File: config.mk
export PLATFORM = sky130hd
export DESIGN_NAME = linear_interpolator_flat
export DESIGN_NICKNAME = d
export VERILOG_FILES = /design/src/rtl/averaging_pkg.sv /design/src/rtl/linear_interpolator_if.sv /design/src/rtl/interp_skid.sv /design/src/rtl/linear_interpolator.sv /design/src/flat_wrapper.sv
export SDC_FILE = /design/constraint.sdc
export NUM_CORES = 1
export LEC_CHECK = 0
export ABC_CLOCK_PERIOD_IN_PS = 2500
export CORE_MARGIN = 2
export CORE_UTILIZATION = 54
export DETAILED_ROUTE_END_ITERATION = 12
export PLACE_DENSITY = 0.77
export SLEW_MARGIN = 20
export SYNTH_ARGS = -nofsm -noshare
export SYNTH_HDL_FRONTEND = slang
export SYNTH_SLANG_ARGS = --single-unit
File: constraint.sdc
create_clock -name clk -period 2.5 [get_ports clk]
set_clock_uncertainty 0.05 [all_clocks]
set_input_delay 0.375 -clock clk [delete_from_list [all_inputs] [get_ports clk]]
set_output_delay 0.375 -clock clk [all_outputs]
set_load 0.01 [all_outputs]
File: src/rtl/averaging_pkg.sv
// Shared definitions for the averaging chain: interpolator state encoding
// and the accumulator width helper.
package averaging_pkg;

    typedef enum logic [1:0] {
        IDLE = 2'd0,
        HOLD = 2'd1,
        RUN  = 2'd2
    } interp_state_e;

    // Accumulator holds sample<<<log2_ratio plus one guard bit for full-scale steps.
    function automatic int acc_width(input int data_bits, input int log2_ratio);
        return data_bits + log2_ratio + 1;
    endfunction

endpackage

File: src/rtl/linear_interpolator_if.sv
// Slow-side point stream in, full-rate interpolated stream out.
interface linear_interpolator_if #(
    parameter int DATA_BITS = 16
);
    logic [DATA_BITS-1:0] in_data;
    logic                 in_valid;
    logic                 in_ready;
    logic [DATA_BITS-1:0] out_data;
    logic                 out_valid;
    logic                 underrun;

    modport master (
        output in_data, in_valid,
        input  in_ready, out_data, out_valid, underrun
    );

    modport slave (
        input  in_data, in_valid,
        output in_ready, out_data, out_valid, underrun
    );
endinterface

File: src/rtl/interp_skid.sv
// One-entry input buffer; ready is purely register-driven so the upstream
// valid never reaches in_ready combinationally.
module interp_skid #(
    parameter int DATA_BITS = 16
) (
    input  logic                 clk,
    input  logic                 reset,
    input  logic [DATA_BITS-1:0] in_data,
    input  logic                 in_valid,
    output logic                 in_ready,
    input  logic                 consume,
    output logic [DATA_BITS-1:0] nxt,
    output logic                 nxt_valid
);
    logic [DATA_BITS-1:0] nxt_q, nxt_d;
    logic                 nxt_valid_q, nxt_valid_d;

    assign in_ready  = ~nxt_valid_q;
    assign nxt       = nxt_q;
    assign nxt_valid = nxt_valid_q;

    // Fill only when empty and drain only when full, so the two never collide.
    always_comb begin
        nxt_d       = nxt_q;
        nxt_valid_d = nxt_valid_q;
        if (consume)
            nxt_valid_d = 1'b0;
        if (in_valid && !nxt_valid_q) begin
            nxt_d       = in_data;
            nxt_valid_d = 1'b1;
        end
    end

    always_ff @(posedge clk) begin
        if (reset) begin
            nxt_q       <= '0;
            nxt_valid_q <= 1'b0;
        end else begin
            nxt_q       <= nxt_d;
            nxt_valid_q <= nxt_valid_d;
        end
    end

endmodule

File: src/rtl/linear_interpolator.sv
// Rate raiser: ramps linearly between consecutive input points over
// 2^LOG2_RATIO output cycles, holding the last point when starved.
module linear_interpolator
    import averaging_pkg::*;
#(
    parameter int DATA_BITS  = 16,
    parameter int LOG2_RATIO = 8
) (
    input  logic                  clk,
    input  logic                  reset,
    linear_interpolator_if.slave  bus
);
    localparam int AW = acc_width(DATA_BITS, LOG2_RATIO);
    localparam int SW = DATA_BITS + 1;

    logic [DATA_BITS-1:0] nxt;
    logic                 nxt_valid;
    logic                 consume;
    logic                 in_ready;

    interp_skid #(.DATA_BITS(DATA_BITS)) u_skid (
        .clk      (clk),
        .reset    (reset),
        .in_data  (bus.in_data),
        .in_valid (bus.in_valid),
        .in_ready (in_ready),
        .consume  (consume),
        .nxt      (nxt),
        .nxt_valid(nxt_valid)
    );

    interp_state_e               state_q, state_d;
    logic signed [DATA_BITS-1:0] p_tgt_q, p_tgt_d;
    logic signed [SW-1:0]        step_q, step_d;
    logic signed [AW-1:0]        acc_q, acc_d;
    logic [LOG2_RATIO-1:0]       phase_q, phase_d;
    logic                        underrun_q, underrun_d;

    logic signed [SW-1:0] diff;
    logic signed [AW-1:0] nxt_acc;
    logic signed [AW-1:0] step_ext;

    // One extra bit on the difference keeps max-to-min swings from wrapping.
    assign diff     = $signed({nxt[DATA_BITS-1], nxt}) - $signed({p_tgt_q[DATA_BITS-1], p_tgt_q});
    assign nxt_acc  = $signed({nxt[DATA_BITS-1], nxt, {LOG2_RATIO{1'b0}}});
    assign step_ext = $signed({{LOG2_RATIO{step_q[SW-1]}}, step_q});

    assign bus.in_ready  = in_ready;
    assign bus.out_data  = acc_q[LOG2_RATIO +: DATA_BITS];
    assign bus.out_valid = (state_q != IDLE);
    assign bus.underrun  = underrun_q;

    always_comb begin
        state_d    = state_q;
        p_tgt_d    = p_tgt_q;
        step_d     = step_q;
        acc_d      = acc_q;
        phase_d    = phase_q;
        underrun_d = 1'b0;
        consume    = 1'b0;
        case (state_q)
            IDLE: if (nxt_valid) begin
                acc_d   = nxt_acc;
                p_tgt_d = nxt;
                consume = 1'b1;
                state_d = HOLD;
            end
            HOLD: if (nxt_valid) begin
                step_d  = diff;
                p_tgt_d = nxt;
                phase_d = '0;
                consume = 1'b1;
                state_d = RUN;
            end
            RUN: begin
                acc_d   = acc_q + step_ext;
                phase_d = phase_q + 1'b1;
                // Last sample of the segment: acc lands exactly on p_tgt here.
                if (phase_q == '1) begin
                    if (nxt_valid) begin
                        step_d  = diff;
                        p_tgt_d = nxt;
                        phase_d = '0;
                        consume = 1'b1;
                    end else begin
                        state_d    = HOLD;
                        underrun_d = 1'b1;
                    end
                end
            end
            default: state_d = IDLE;
        endcase
    end

    always_ff @(posedge clk) begin
        if (reset) begin
            state_q    <= IDLE;
            p_tgt_q    <= '0;
            step_q     <= '0;
            acc_q      <= '0;
            phase_q    <= '0;
            underrun_q <= 1'b0;
        end else begin
            state_q    <= state_d;
            p_tgt_q    <= p_tgt_d;
            step_q     <= step_d;
            acc_q      <= acc_d;
            phase_q    <= phase_d;
            underrun_q <= underrun_d;
        end
    end

endmodule

File: src/flat_wrapper.sv
// flat-port wrapper written by rule: the top's interface ports become plain ports
module linear_interpolator_flat import averaging_pkg::*;
#(
    parameter int DATA_BITS  = 16,
    parameter int LOG2_RATIO = 8
)
  (clk, reset, bus_in_data, bus_in_valid, bus_in_ready, bus_out_data, bus_out_valid, bus_underrun);
  linear_interpolator_if #(.DATA_BITS(DATA_BITS)) bus_i ();
  input  logic clk;
  input  logic reset;
  input wire logic [$bits(bus_i.in_data)-1:0] bus_in_data;
  input wire logic [$bits(bus_i.in_valid)-1:0] bus_in_valid;
  output wire logic [$bits(bus_i.in_ready)-1:0] bus_in_ready;
  output wire logic [$bits(bus_i.out_data)-1:0] bus_out_data;
  output wire logic [$bits(bus_i.out_valid)-1:0] bus_out_valid;
  output wire logic [$bits(bus_i.underrun)-1:0] bus_underrun;
  assign bus_i.in_data = bus_in_data;
  assign bus_i.in_valid = bus_in_valid;
  assign bus_in_ready = bus_i.in_ready;
  assign bus_out_data = bus_i.out_data;
  assign bus_out_valid = bus_i.out_valid;
  assign bus_underrun = bus_i.underrun;
  linear_interpolator #(.DATA_BITS(DATA_BITS), .LOG2_RATIO(LOG2_RATIO)) u_core (.clk(clk), .reset(reset), .bus(bus_i));
endmodule
Word level (Yosys, flattened, before mapping):

Index checks and enable logic that the tools add are counted.

* $add $sub $neg: 3
* eq/ne operators: 7
* muxes and demuxes: 23
* bitwise operators: 3
* reduce and logical (&&, ||, !) cells: 15

Operators by type and width (number)
* 25-bit case mux with 2 select lines: 1
* 17-bit 2-to-1 mux: 2
* 17-bit case mux with 2 select lines: 1
* 16-bit 2-to-1 mux: 2
* 16-bit case mux with 2 select lines: 1
* 25-bit by 17-bit adder with 25-bit output: 1
* 25-bit 2-to-1 mux: 1
* 8-bit 2-to-1 mux: 3
* 16-bit by 16-bit subtractor with 17-bit output: 1
* 8-bit case mux with 2 select lines: 1
* 2-bit nonzero test: 5
* 8-bit by 1-bit adder with 8-bit output (second input constant): 1
* 8-bit equality test (second input constant): 1
* 2-bit 2-to-1 mux: 4
* 2-bit AND reduction: 4
* 2-bit inequality test (second input constant): 3
* 2-bit case mux with 3 select lines: 1
* 1-bit 2-to-1 mux: 5
* 4-bit AND reduction: 1
* 1-bit NOT: 3
* 3-bit OR reduction: 1
* 2-bit by 1-bit equality test with 1-bit output (second input constant): 1
* 2-bit equality test (second input constant): 1
* 2-bit logical NOT: 1
* other kinds (5): 5

* flip-flop bits (word level): 86
* output and inout bits: 19
* word-level logic and storage cells: 59

Logic depth before layout (Yosys ltp):

Gate-level depths: netlist of the first run.

* depth in word-level cells: 5
* mapped depth: 11

Cells and area by module:

Synthesis of the first run repeated with hierarchy kept, for this count alone.

* cells, all modules: 705
* area total of the unflattened synthesis: 5570.3 µm²

By module, submodules not included
* linear_interpolator: instances 1, cells an instance 630, area an instance 4750.8 µm², sequential area each 1361.3 µm²
* interp_skid: instances 1, cells an instance 75, area an instance 819.5 µm², sequential area each 340.3 µm²

Worst setup path after synthesis of the first run:

No wires, ideal clock.

* path type: flip-flop to flip-flop
* from: register u_core.acc_q[0]
* to: register u_core.acc_q[16]
* arrival time: 2276 ps
* slack: 79 ps
* cell stages (with the launch flop): 12
* buffers on the path: 0
* period minus slack after synthesis: 2421 ps
* cells stage by stage: dfxtp_1 -> ha_1 -> inv_1 -> fa_1 -> nor2b_1 -> o2111ai_1 -> nand3_1 -> a21oi_1 -> o21ai_0 -> a41oi_1 -> xor2_1 -> a221oi_1

* cells in the longest elaborated chain, start to end: 2

Ends and longest elaborated chain
* start, declared: line linear_interpolator.sv:35 `logic signed [AW-1:0] acc_q, acc_d;`
* start signal, assigned: line linear_interpolator.sv:100 `acc_q <= '0;`
* start signal, assigned: line linear_interpolator.sv:107 `acc_q <= acc_d;`
* 25-bit by 17-bit adder with 25-bit output: line linear_interpolator.sv:76 `acc_d = acc_q + step_ext;`
* 25-bit case mux with 2 select lines: line linear_interpolator.sv:61 `case (state_q)`

No other way between the ends.
A chain may end at the register's enable or synchronous reset.

Worst setup path in the final report of the first run:

Ends and elaborated chain as after synthesis.

==> results of run 1 <==
registers in the layout (all words and copies together) (netlist names):
signal	cells
u_core.step_q	17
u_core.phase_q	8
u_core.u_skid.nxt	16
u_core.u_skid.nxt_valid	1
u_core.acc_q	24
u_core.p_tgt_q	16
u_core.bus.underrun	1
u_core.state_q	2
where the power goes:
group | leakage [nW] | switching (W) | total [W] | internal, W
Combinational | 1.63 | 0.000318 | 0.000594 | 0.000276
Clock | 0.105 | 0.000543 | 0.00112 | 0.000574
Sequential | 0.692 | 0.0000383 | 0.00143 | 0.00139
Total | 2.42 | 0.000900 | 0.00314 | 0.00224
synth_stat cells (4+ instances only):
master	n	area (um2)
a211oi_1	13	97.6
a21o_1	5	37.5
a21oi_1	73	365
a221oi_1	8	70.1
a22oi_1	8	60.1
a31oi_1	6	37.5
and2_1	4	25.0
and3_1	5	31.3
buf_4	16	120
clkbuf_1	23	86.3
dfxtp_1	85	1700
ha_1	40	500
inv_1	26	97.6
mux2i_1	15	150
nand2_1	91	342
nand3_1	8	40.0
nand4_1	5	31.3
nor2_1	69	259
nor2b_1	8	50.1
nor3_1	4	20.0
o211ai_1	4	30.0
o21ai_0	34	170
o21bai_1	4	30.0
o221ai_1	4	35.0
or2_2	4	25.0
xnor2_1	22	193
xor2_1	14	123
logic make-up (layout without fill, tap and decap cells):
| kind of cell | count (synthesis) | in the layout | synth area share |
|---|---|---|---|
| AND/OR/NAND/NOR | 209 | 209 | 0.175 |
| AO/OA/AOI/OAI | 189 | 189 | 0.238 |
| flip-flops | 85 | 85 | 0.330 |
| buffers and inverters | 68 | 118 | 0.0616 |
| adder cells (fa/ha/maj) | 42 | 42 | 0.105 |
| XOR/XNOR | 36 | 36 | 0.0612 |
| multiplexers | 15 | 15 | 0.0291 |
repair_timing:
item,4_1_cts,5_1_grt
endpoints found under the setup margin,5,17
pin swaps,3,17
buffers inserted,1,2
resized for setup,5,38
metal layers:
metal | share of wire | global-route usage | vias to the layer above
met4 | 0.012 | 0.0686 | 0
met3 | 0.053 | 0.0469 | 15
li1 | - | - | 2357
met5 | 0 | 0 | -
met2 | 0.48 | 0.411 | 136
met1 | 0.46 | 0.339 | 2227
worst register-to-register path, delay by kind of cell (launching register included):
family / cells / cell delay [ps]
buffers and inverters: 2 / 200
DFF: 1 / 380
adders and majority gates: 2 / 540
and+or+nand+nor: 2 / 310
AOI/OAI and AO/OA: 5 / 750
xor gates and xnor gates: 1 / 170
cell type report:
class                   count  area share
flip-flops and latches     85       0.278
multi-input cells         491       0.537
well taps                 129      0.0262
clock inverters             6      0.0155
inverters                  26      0.0159
repair buffers             76       0.107
clock buffers              10      0.0207
final timing paths:
path                                  startpoint                 end  slack (ps)
worst max-delay path             u_core.acc_q[0]    u_core.acc_q[16]           8
worst min-delay path                       reset  u_core.p_tgt_q[14]         400
worst max register to register   u_core.acc_q[0]    u_core.acc_q[16]           8
worst min register to register  u_core.step_q[8]    u_core.step_q[8]         420
stage by stage:
stage / util / total power, W / worst slack [ps] / instance area [um2] / setup TNS, ps
6_report: 0.666 / 0.00314 / 8.29 / 6150 / 0
5_1_grt: 0.666 / 0.00327 / -85.6 / 6150 / -340
3_5_place_dp: 0.621 / 0.00201 / -128 / 5740 / -168
3_3_place_gp: 0.621 / 0.00200 / -4.40 / 5740 / -4.40
4_1_cts: 0.648 / 0.00311 / -45.0 / 5990 / -45.0
2_1_floorplan: - / 0.00183 / 79.1 / 5150 / 0
==> reports/metrics.yaml, run 1 <==
setup_path:
  worstSetupPathType: "reg2reg"
  critPathBufInv: 2
  reg2regPathDepth: 12
  critPathMaxStageDelay_ps: 390
  crit_family: "compound AO/OA/AOI/OAI gates"
  crit_required_ps: 2730
  crit_fanout: 3
  critPathCaptureType: "flop"
  critical_path.cell_chain: "ha_4 > inv_2 > fa_2 > nor2b_4 > o2111ai_2 > nand3_2 > a21oi_2 > o21ai_1 > buf_4 > a41oi_1 > xor2_1 > a221oi_1"
  cp-start-kind: "flop"
  path_depth: 12
  arrival_ps: 2720
  cpMaxStageDelayCell: "fa_2"
sta:
  final-hold-violation-count: 0
  drv_slew: 0
  worst_slew_pin_slew_ps: 585
  fin_crit_ps: 2490
  slew_headroom: 0.609
  setup_viol: 0
  rsz0062_at_grt: "true"
  fin_crit_sh: 0.997
  fmax_ghz: 0.401
  whs_ps: 395
layout:
  nNetsFinal: 750
  drive_gt1_frac: 0.146
  layout_common_cells: "nand2_1, dfxtp_1, a21oi_1, nor2_1, buf_4"
  area_growth_pct: 19.4
  fillCellCount: 767
  finalNonFillerCells: 823
  final_common_cell: "nand2_1"
  register_area_um2: 1710
  multi_input_area_um2: 3300
  diodes: 0
synthesis:
  syn_inst: 644
  syn-cell-area_um2: 5150
  yosysSeqAreaShare: 0.330
  synth-seq-cells: 85
  synth_cell_types: 59
  ys_warn_count: 0
  postSynthNetCount: 705
  synth_edf_count: 0
  synthFlopType: "dfxtp_1"
  postSynthAreaPerCell_um2: 8.00
  synthArstFlopShare: 0
global_routing:
  grt_max_degree: 37
  grt_pass1_wl_um: 20700
  grt_antenna_before_repair: 0
  grt_usage: 0.251
  overflow: 0
  grt_pass1_vias: 4337
power_and_ir_drop:
  powerDensity_nw_per_um2: 511
  power_leakage_nw: 2.42
  peakVddDrop_mv: 0.257
clock_tree:
  path_clk_slew_ps: 90
  hold_buffers: 0
  root_buffer: "clkbuf_8"
  cts_max_level: 3
  cts.sinks: 85
  cts_tree: "done"
  clock_path_buffers: 2
  clk_latency_ps: 370
  cts_made_buffers: 9
detailed_routing:
  wl_per_cell_um: 15.8
  wl_um: 13000
  vias: 4735
  drt_pass1_iterations: 7
  drt_iter0_markers: 241
  final_antenna_net_count: 0
  drc: 0
  vias_per_cell: 5.75
floorplanning:
  boundaryPins: 38
  die-area_um2: 10300
  fp.dieW_um: 102
  start_util: 0.558
  core_um2: 9240
  rows: 35
  die_y_um: 102
hold_path:
  min_path_type: "in2reg"
  whs_path_depth: 2
status:
  outcome: "completed"
flow_run:
  maxCapViolCount: 0
placement:
  port_buffers: 37
  dp.cells: 805
  gp_congestion: 0.919
  dp_hpwl_um: 9310
(Power assumes the default switching activity.)
==> inputs of run 2 (changes only) <==
--- a/config.mk
+++ b/config.mk
@@ -7,9 +7,10 @@
 export LEC_CHECK = 0
 export ABC_CLOCK_PERIOD_IN_PS = 2500
 export CORE_MARGIN = 2
-export CORE_UTILIZATION = 54
+export CORE_UTILIZATION = 58
 export DETAILED_ROUTE_END_ITERATION = 12
-export PLACE_DENSITY = 0.77
+export DONT_BUFFER_PORTS = 1
+export PLACE_DENSITY = 0.76
 export SLEW_MARGIN = 20
 export SYNTH_ARGS = -nofsm -noshare
 export SYNTH_HDL_FRONTEND = slang
==> run 2 against run 1 <==
Against the previous run:
- final cell count decreased by 7.4%
- flip-flop and latch count stayed put
- routed wire length decreased by 2.1%
- combinational power fell by 13%
- via count fell by 2.6%
==> reports/metrics.yaml, run 2 (synthesized netlist as in run 1, its figures left out) <==
status:
  outcome: "completed"
floorplanning:
  boundaryPins: 38  # unchanged
  core_um2: 8680  # -6.1%
  die-area_um2: 9660  # -6.6%
  rows: 34  # -2.9%
  die_y_um: 98.3  # -3.4%
  start_util: 0.594  # +0.0361
  fp.dieW_um: 98.3  # -3.4%
flow_run:
  maxCapViolCount: 0  # unchanged
detailed_routing:
  vias_per_cell: 6.05  # +5.2%
  drt_iter0_markers: 324  # +34%
  drc: 0  # unchanged
  final_antenna_net_count: 0  # unchanged
  wl_um: 12700  # -2.1%
  vias: 4613  # -2.6%
  drt_pass1_iterations: 5  # -2
  wl_per_cell_um: 16.7  # +5.7%
sta:
  fmax_ghz: 0.409  # +2.0%
  fin_crit_sh: 0.977  # -0.0195
  setup_viol: 0  # unchanged
  worst_slew_pin_slew_ps: 624  # +39.8 ps
  fin_crit_ps: 2440  # -48.8 ps
  whs_ps: 25.6  # -370 ps
  slew_headroom: 0.583  # -0.0266
  rsz0062_at_grt: "true"
  final-hold-violation-count: 0  # unchanged
  drv_slew: 0  # unchanged
  fin_setup_tns_ps: 0  # unchanged
  fin_ws_ps: 57.1  # +48.8 ps
setup_path:
  crit_fanout: 3  # unchanged
  timing.rr.end: "u_core.acc_q[16]"
  cp-start-kind: "flop"
  timing.rr.start: "u_core.acc_q[0]"
  reg2regPathDepth: 12  # unchanged
  crit_required_ps: 2710  # -20 ps
  r2r_setup_slack_ps: 60  # +50 ps
  critPathCaptureType: "flop"
  critical_path.cell_chain: "ha_4 > inv_2 > fa_2 > nor2b_4 > o2111ai_2 > nand3_2 > a21oi_2 > o21ai_1 > buf_4 > a41oi_2 > xor2_1 > a221oi_1"
  cpMaxStageDelayCell: "fa_2"
  critPathMaxStageDelay_ps: 390  # about the same
  worstSetupPathType: "reg2reg"
  arrival_ps: 2650  # -70 ps
global_routing:
  grt_antenna_before_repair: 0  # unchanged
  grt_pass1_wl_um: 20600  # -0.54%
  overflow: 0  # unchanged
  grt_pass1_vias: 4378  # +0.95%
  grt_max_degree: 86  # +130%
  grt_usage: 0.258  # +0.00714
layout:
  drive_gt1_frac: 0.148  # +0.00278
  layout_common_cells: "nand2_1, dfxtp_1, a21oi_1, nor2_1, buf_4"
  stdcell_area_um2: 5730  # -6.9%
  final_common_cell: "nand2_1"
  fin_util: 0.660  # -0.00577
  reg.largest.list: "u_core.acc_q (24), u_core.step_q (17)"
  nNetsFinal: 711  # -5.2%
  area_growth_pct: 11.1
  diodes: 0  # unchanged
  top_register: "u_core.acc_q"
  largest_reg_flops: 24  # unchanged
power_and_ir_drop:
  peakVddDrop_mv: 0.371  # +45%
  power_leakage_nw: 2.28  # -5.7%
  powerDensity_nw_per_um2: 527  # +3.2%
clock_tree:
  cts_max_level: 3  # unchanged
  cts_made_buffers: 9  # unchanged
  clock_path_buffers: 2  # unchanged
  clk_latency_ps: 350  # -20 ps
  cts.sinks: 85  # unchanged
  hold_buffers: 0  # unchanged
  cts_tree: "done"
  path_clk_slew_ps: 90  # about the same
  root_buffer: "clkbuf_8"
placement:
  post-place-ws_ps: -64.3  # +63.5 ps
  dp_hpwl_um: 8970  # -3.7%
  port_buffers: 0  # -100%
  dpl_cell_area_um2: 5320  # -7.3%
  gp_congestion: 0.950  # +3.4%
hold_path:
  min_to: "u_core.acc_q[23]"
  whs_path_depth: 1  # -1
  min_from: "reset"
  min_path_type: "in2reg"
run 2: stage by stage:
stage,std cells,power (W)
global placement,743,0.00192
global route,762,0.00315
floorplan,644,0.00183
detailed placement,743,0.00193
CTS,758,0.00300
finish,762,0.00302
run 2: area by class of cell:
cell class | count | area [um2]
fillers | 729 | 2950
repair buffers | 37 | 278
well taps | 108 | 135
clock buffers | 11 | 141
multi-input cells | 491 | 3300
inverters | 26 | 97.6
clock inverters | 4 | 72.6
flip-flops and latches | 85 | 1710
run 2: where the power goes:
group	total, W	leakage (nW)	internal, W	switching [W]
logic	0.000516	1.49	0.000229	0.000287
clock network	0.00107	0.105	0.000584	0.000486
registers	0.00143	0.691	0.00139	0.0000413
run 2: worst max path at each step:
stage                         start                to  slack, ps  depth (start not counted)
floorplan           u_core.acc_q[0]  u_core.acc_q[16]         80                         11
global placement    u_core.acc_q[0]  u_core.acc_q[20]         10                         12
detailed placement  u_core.acc_q[0]  u_core.acc_q[20]        -60                         12
CTS                 u_core.acc_q[0]  u_core.acc_q[16]          5                         12
global route        u_core.acc_q[0]  u_core.acc_q[16]        -80                         12
finish              u_core.acc_q[0]  u_core.acc_q[16]         60                         12
run 2: routing by layer:
| layer | track usage | up-vias | routed length (um) |
|---|---|---|---|
| li1 | - | 2275 | - |
| met1 | 0.364 | 2165 | 5820 |
| met2 | 0.400 | 154 | 5790 |
| met3 | 0.0537 | 19 | 892 |
| met4 | 0.0748 | 0 | 225 |
| met5 | 0 | - | 0 |
run 2: repair_timing:
| action | 4_1_cts | 5_1_grt |
|---|---|---|
| resized for setup | 5 | 34 |
| endpoints found under the hold margin | 0 | 0 |
| pin swaps | 1 | 13 |
| endpoints found under the setup margin | 3 | 16 |
| setup buffers | 0 | 5 |
| cloned | 0 | 0 |
run 2: critical path, delay by kind of cell (launching register included):
family | cells | cell delay [ps]
AND/OR/NAND/NOR | 2 | 300
AO/OA/AOI/OAI | 5 | 760
buffers and inverters | 2 | 180
flip-flops | 1 | 370
adder cells (fa/ha/maj) | 2 | 540
XOR/XNOR | 1 | 170
